[config.mk]
export PLATFORM = sky130hd
export DESIGN_NAME = uart_tx_fifo
export DESIGN_NICKNAME = d
export VERILOG_FILES = /design/src/rtl/uart_tx_fifo.sv
export SDC_FILE = /design/constraint.sdc
export NUM_CORES = 1
export LEC_CHECK = 0
export ABC_CLOCK_PERIOD_IN_PS = 3100
export BUFFER_PORTS_ARGS = -buffer_cell sky130_fd_sc_hd__buf_2
export CORE_MARGIN = 5
export CORE_UTILIZATION = 45
export CTS_CLUSTER_DIAMETER = 50
export CTS_CLUSTER_SIZE = 12
export DETAILED_ROUTE_END_ITERATION = 6
export GPL_ROUTABILITY_DRIVEN = 0
export PLACE_DENSITY = 0.61
export SYNTH_ARGS = -nofsm -noshare
export SYNTH_HDL_FRONTEND = slang
export SYNTH_SLANG_ARGS = --single-unit
[constraint.sdc]
create_clock -name clk -period 3.1 [get_ports clk]
set_input_delay 0.31 -clock clk [delete_from_list [all_inputs] [get_ports clk]]
set_output_delay 0.31 -clock clk [all_outputs]
set_load 0.1 [all_outputs]
[src/rtl/uart_tx_fifo.sv]
// UART 8N1 transmitter with a CPU-side write FIFO, LSB first, CLKS_PER_BIT clocks per bit.
// Optional even-parity bit between data and stop when UART_TX_PARITY_EN is defined.
module uart_tx_fifo #(
    parameter int unsigned CLKS_PER_BIT = 217,
    parameter int unsigned FIFO_AW      = 4
) (
    input  logic               clk,
    input  logic               reset,
    input  logic               wr_en,
    input  logic [7:0]         wr_data,
    output logic               full,
    output logic               empty,
    output logic [FIFO_AW:0]   count,
    output logic               busy,
    output logic               txd
);

    localparam int unsigned DEPTH = 1 << FIFO_AW;
    localparam int unsigned CNTW  = FIFO_AW + 1;
    localparam int unsigned CW    = (CLKS_PER_BIT > 1) ? $clog2(CLKS_PER_BIT) : 1;
    localparam logic [CW-1:0] BIT_END = CW'(CLKS_PER_BIT - 1);

`ifdef UART_TX_PARITY_EN
    typedef enum logic [2:0] {IDLE, START, DATA, PARITY, STOP} state_t;
`else
    typedef enum logic [1:0] {IDLE, START, DATA, STOP} state_t;
`endif

    state_t              state;
    logic [7:0]          mem [DEPTH];
    logic [FIFO_AW-1:0]  wr_ptr;
    logic [FIFO_AW-1:0]  rd_ptr;
    logic [CNTW-1:0]     count_next;
    logic [CW-1:0]       baud_cnt;
    logic [2:0]          bit_idx;
    logic [7:0]          shift;
    logic                push;
    logic                pop;
`ifdef UART_TX_PARITY_EN
    logic                parity;
`endif

    // full is sampled before any pop, so a push while full is always rejected
    assign push       = wr_en && !full;
    assign pop        = (state == IDLE) && !empty;
    assign count_next = count + CNTW'(push) - CNTW'(pop);

    // FIFO storage (not reset; contents are invalidated by the pointers)
    always_ff @(posedge clk) begin
        if (push) begin
            mem[wr_ptr] <= wr_data;
        end
    end

    // FIFO pointers and registered occupancy flags
    always_ff @(posedge clk or posedge reset) begin
        if (reset) begin
            wr_ptr <= '0;
            rd_ptr <= '0;
            count  <= '0;
            empty  <= 1'b1;
            full   <= 1'b0;
        end else begin
            if (push) begin
                wr_ptr <= wr_ptr + FIFO_AW'(1);
            end
            if (pop) begin
                rd_ptr <= rd_ptr + FIFO_AW'(1);
            end
            count <= count_next;
            empty <= (count_next == '0);
            full  <= (count_next == CNTW'(DEPTH));
        end
    end

    // Serializer; txd and busy are loaded with the level of the state being entered
    always_ff @(posedge clk or posedge reset) begin
        if (reset) begin
            state    <= IDLE;
            baud_cnt <= '0;
            bit_idx  <= '0;
            shift    <= '0;
            txd      <= 1'b1;
            busy     <= 1'b0;
`ifdef UART_TX_PARITY_EN
            parity   <= 1'b0;
`endif
        end else begin
            case (state)
                IDLE: begin
                    txd  <= 1'b1;
                    busy <= 1'b0;
                    if (!empty) begin
                        shift    <= mem[rd_ptr];
`ifdef UART_TX_PARITY_EN
                        parity   <= ^mem[rd_ptr];
`endif
                        baud_cnt <= '0;
                        state    <= START;
                        txd      <= 1'b0;
                        busy     <= 1'b1;
                    end
                end
                START: begin
                    if (baud_cnt == BIT_END) begin
                        baud_cnt <= '0;
                        bit_idx  <= '0;
                        state    <= DATA;
                        txd      <= shift[0];
                    end else begin
                        baud_cnt <= baud_cnt + CW'(1);
                    end
                end
                DATA: begin
                    if (baud_cnt == BIT_END) begin
                        baud_cnt <= '0;
                        shift    <= {1'b0, shift[7:1]};
                        if (bit_idx == 3'd7) begin
`ifdef UART_TX_PARITY_EN
                            state <= PARITY;
                            txd   <= parity;
`else
                            state <= STOP;
                            txd   <= 1'b1;
`endif
                        end else begin
                            bit_idx <= bit_idx + 3'd1;
                            txd     <= shift[1];
                        end
                    end else begin
                        baud_cnt <= baud_cnt + CW'(1);
                    end
                end
`ifdef UART_TX_PARITY_EN
                PARITY: begin
                    if (baud_cnt == BIT_END) begin
                        baud_cnt <= '0;
                        state    <= STOP;
                        txd      <= 1'b1;
                    end else begin
                        baud_cnt <= baud_cnt + CW'(1);
                    end
                end
`endif
                STOP: begin
                    if (baud_cnt == BIT_END) begin
                        baud_cnt <= '0;
                        state    <= IDLE;
                        txd      <= 1'b1;
                        busy     <= 1'b0;
                    end else begin
                        baud_cnt <= baud_cnt + CW'(1);
                    end
                end
                default: begin
                    state <= IDLE;
                    txd   <= 1'b1;
                    busy  <= 1'b0;
                end
            endcase
        end
    end

endmodule

==> implementation parameters <==
Parameter                              Value

Worst hold path
  Hold path start ... wr_data[0]
  Hold worst-path end ... mem[15][0]$_DFFE_PP_
  Worst Hold Depth ... 1
  Class of the tightest hold or removal check ... in -> reg

Detailed routing
  Via density per instance ... 5.32
  Vias post-DR ... 3541
  Total wire length after detailed routing ... 12800 µm
  Detailed router's first-iteration violation count ... 277
  Post-DRT Antenna Nets ... 0
  Total DRC errors in the routed layout ... 0
  Average wire length per cell after detail routing ... 19.3 µm
  First drt pass iteration count ... 6

Power
  Worst IR drop on VDD ... 0.000449 V
  Power per cell area ... about 750 nW/µm²
  Int Power ... about 4.2 mW
  Share of total power in combinational logic ... 17.7%
  Switch share ... 29.7%
  Flop pwr share ... 46.7%
  Clk pwr share ... 35.6%
  Psw ... 1.76 mW
  Leakage power figure ... 2.87 nW

Critical path
  Endpoint kind of the worst setup timing path ... flip-flop
  Largest stage delay on the critical path ... 410 ps
  Standard cell with the maximum stage delay on the critical path ... fa_1
  Crit-path most repeated cell ... ha_1
  Flop-to-flop setup slack ... 350 ps
  Depth of the worst register-to-register path ... 11
  Maximum fanout encountered on the critical timing path ... 5
  Data required time of the critical path ... 3410 ps
  Endpoint of the lowest-slack register-to-register path ... full$_DFF_PP0_
  Worst path arrival time ... 3060 ps
  Category of the critical setup timing path ... reg -> reg
  Critical register-to-register path startpoint ... state[0]$_DFFE_PP0P_
  Cells along the critical path ... inv_1, ha_1, nor2b_1, ha_1, inv_1, ha_1, fa_1, a21o_1, a21oi_1, xnor2_1, nor3b_1
  Critical path launch point type ... flip-flop

Clock network
  CTS tree ... yes
  Number of buffers created by CTS ... 17
  Master cell of the clock root buffer ... clkbuf_16
  CTS H-Tree Depth ... 4
  Number of sinks driven by the clock tree ... approximately 170
  Buffers from clock root to sink, at most ... 2
  Clock edge transition at the registers on the reported setup and hold paths ... about 70 ps
  Insertion delay to the later sink of the worst-skew pair ... 420 ps

Cells and area
  Synth-to-layout area growth ... 12.8%
  Count of antenna diodes in the layout ... 0
  Proportion of layout cells with a drive suffix above 1 ... approximately 22%
  Post-route insts no fill ... 665
  Final Net Count ... 473

STA
  Clk_skew ... around 12 ps
  Fin Setup TNS ... 0 ps
  Final cycle utilization of the critical path ... about 89%
  Minimum period implied by the final worst setup slack ... 2750 ps
  Actual slew at the worst max-slew pin ... 654 ps
  Headroom to the max-slew limit ... between 50% and 60%
  Setup repair after global routing missed its margin ... false
  Max-slew violation count ... 0
  Fmax achieved ... 0.364 GHz
  Number of endpoints failing setup at the final stage ... 0
  Hold Fails Final Rpt ... 0

Die
  CORE AREA ... approximately 15000 µm²
  I/O pin total ... 20
  Die area ... 18300 µm²
  Chip Height ... 135 µm
  X dimension of the die ... 135 µm
  Cell row count ... 45
  Starting Density ... 46.1%

Yosys
  Unique cell type count in the Yosys netlist ... 52
  Syn Nets ... 444
  Register bit total from synthesis ... 166
  Ys flop type ... edfxtp_1
  Post-synthesis compound-gate area fraction ... 5.61%
  Synth warn ... 0
  Async set or reset register ratio after synthesis ... between 20% and 30%
  Xor/xnor share of the synthesized area ... 1.99%
  Post-synthesis share of cell area spent on and, or, nand and nor gates ... 6.72%
  Average footprint of a synthesized cell ... approximately 17 µm²
  Cell types with the largest area share after synthesis ... edfxtp_1 (54%), dfrtp_1 (13%), mux4_2 (10%)
  Netlist area before placement ... slightly above 7000 µm²
  Library cell with the largest summed area after synthesis ... edfxtp_1
  Yosys top cell area share ... 54.5%
  Synthesized netlist cell count ... just over 400
  Post-synth EDFFs ... 128
  Largest family of logic cells by synthesized area ... multiplexers
  Sequential share of the synthesized area ... ~70%
  Share of cell area taken by muxes after synthesis ... 11.4%
  Area share of fa/ha/maj cells after synthesis ... around 3.7%

GRT
  Initial antenna violation count ... 0
  Pin count of the biggest net entering global routing ... 39
  First-pass GRT wire length ... 20800 µm
  Overflow left after global routing ... 0
  Vias in the first global route ... 3681
  All-layer global routing usage ... 15.3%

Place
  Placed cell count ... 633
  Final HPWL from detailed placement ... 8490 µm
  Number of port buffers ... 19

Run status
  Status ... finished clean

Job
  Max Cap Violations ... 0
-- cell usage after synthesis (3+ instances only) --
master / count
nor3_1: 5
buf_6: 5
edfxtp_1: 128
xnor2_1: 11
dfrtp_1: 36
mux4_2: 32
a31oi_1: 6
nor2_1: 9
o21ai_0: 4
clkbuf_1: 6
a21oi_1: 11
ha_1: 19
nor3b_1: 3
o21ai_1: 7
nand2_1: 21
and2_1: 20
a22o_1: 16
xor2_1: 5
nor2b_1: 7
buf_2: 4
mux2_2: 3
nand4_1: 5
inv_1: 15
-- registers in the layout, summed over array words and instances (netlist names) --
register / flops
baud_cnt: 8
bit_idx: 3
busy: 1
count: 5
empty: 1
full: 1
mem: 128
rd_ptr: 4
shift: 8
state: 2
txd: 1
wr_ptr: 4
-- critical path: cells and delay by family, from the launching register on --
family,cells,cell delay [ps]
AOI/OAI and AO/OA,2,350
xor gates and xnor gates,1,180
adders and majority gates,4,1130
buffers and inverters,2,150
DFF,1,380
and+or+nand+nor,2,450
-- stage by stage --
step                      util (%)  worst slack [ps]  hold WS (ps)  area, µm²  total power [mW]
after detailed placement      48.0               399           454       7360              3.88
after global routing          51.9               142           259       7960              6.20
final                         51.9               349           264       7960              5.94
after CTS                     51.9               341           248       7960              6.00
after global placement        48.0               513           447       7360              3.85
after floorplan                  -               195           409       7050              3.62
-- per-layer routing --
metal	track usage, %	share of wire [%]	wire length [µm]
met1	20.2	44	5660
met2	25.3	51	6580
met3	3.16	3.4	435
met4	5.71	1.2	160
met5	0	0	0
-- how the worst max path moves through the flow --
| stage | slack [ps] | end | start |
|---|---|---|---|
| 6_report | 350 | full$_DFF_PP0_ | state[0]$_DFFE_PP0P_ |
| 2_1_floorplan | 190 | full$_DFF_PP0_ | full$_DFF_PP0_ |
| 3_3_place_gp | 510 | full$_DFF_PP0_ | state[0]$_DFFE_PP0P_ |
| 5_1_grt | 140 | full$_DFF_PP0_ | state[0]$_DFFE_PP0P_ |
| 4_1_cts | 340 | full$_DFF_PP0_ | state[0]$_DFFE_PP0P_ |
| 3_5_place_dp | 400 | full$_DFF_PP0_ | state[0]$_DFFE_PP0P_ |
-- final cells by class --
class                   instances  area (µm²)
clock inverters                13         160
multi-input cells             214        2070
clock buffers                  18         429
inverters                      16        65.1
flip-flops and latches        166        4800
well taps                     211         264
repair buffers                 27         170
fillers                      1257        7360
-- logic make-up after synthesis --
| kind of cell | after synthesis |
|---|---|
| DFF | 166 |
| muxes | 39 |
| xor gates and xnor gates | 16 |
| AOI/OAI and AO/OA | 55 |
| and+or+nand+nor | 84 |
| buffers and inverters | 33 |
| adders and majority gates | 20 |
-- cells in the final DEF, fill, tap and decap left out, types with 3 or more instances in the layout --
cell | Yosys | layout
a22o_1 | 16 | 16
nand4_1 | 5 | 5
nor3b_1 | 3 | 3
xor2_1 | 5 | 5
o21ai_0 | 4 | 4
inv_6 | 1 | 6
nor3_1 | 5 | 5
mux2_2 | 3 | 3
and2_1 | 20 | 20
clkinvlp_4 | 0 | 3
inv_1 | 15 | 15
a31oi_1 | 6 | 6
nor2_1 | 9 | 9
buf_2 | 4 | 19
nor2b_1 | 7 | 7
edfxtp_1 | 128 | 128
o21ai_1 | 7 | 7
clkbuf_16 | 0 | 17
nand2_1 | 21 | 21
ha_1 | 19 | 19
mux4_2 | 32 | 32
dfrtp_1 | 36 | 35
buf_4 | 0 | 6
xnor2_1 | 11 | 11
inv_8 | 0 | 3
a21oi_1 | 11 | 11
-- repair_timing --
item / 4_1_cts / 5_1_grt
hold buffers: 1 / 0
endpoints found under the hold margin: 16 / 0
resized for setup: 0 / 0
setup buffers: 0 / 0
-- power groups by stage --
| stage | sequential (mW) | combinational (mW) | clock (mW) |
|---|---|---|---|
| final | 2.77 | 1.05 | 2.12 |
| after global routing | 2.80 | 1.14 | 2.26 |
| after detailed placement | 2.82 | 1.06 | 0 |
| after global placement | 2.81 | 1.04 | 0 |
| after CTS | 2.78 | 1.06 | 2.16 |
| after floorplan | 3.13 | 0.487 | 0 |
No activity file was read; power rests on OpenSTA's default activity.
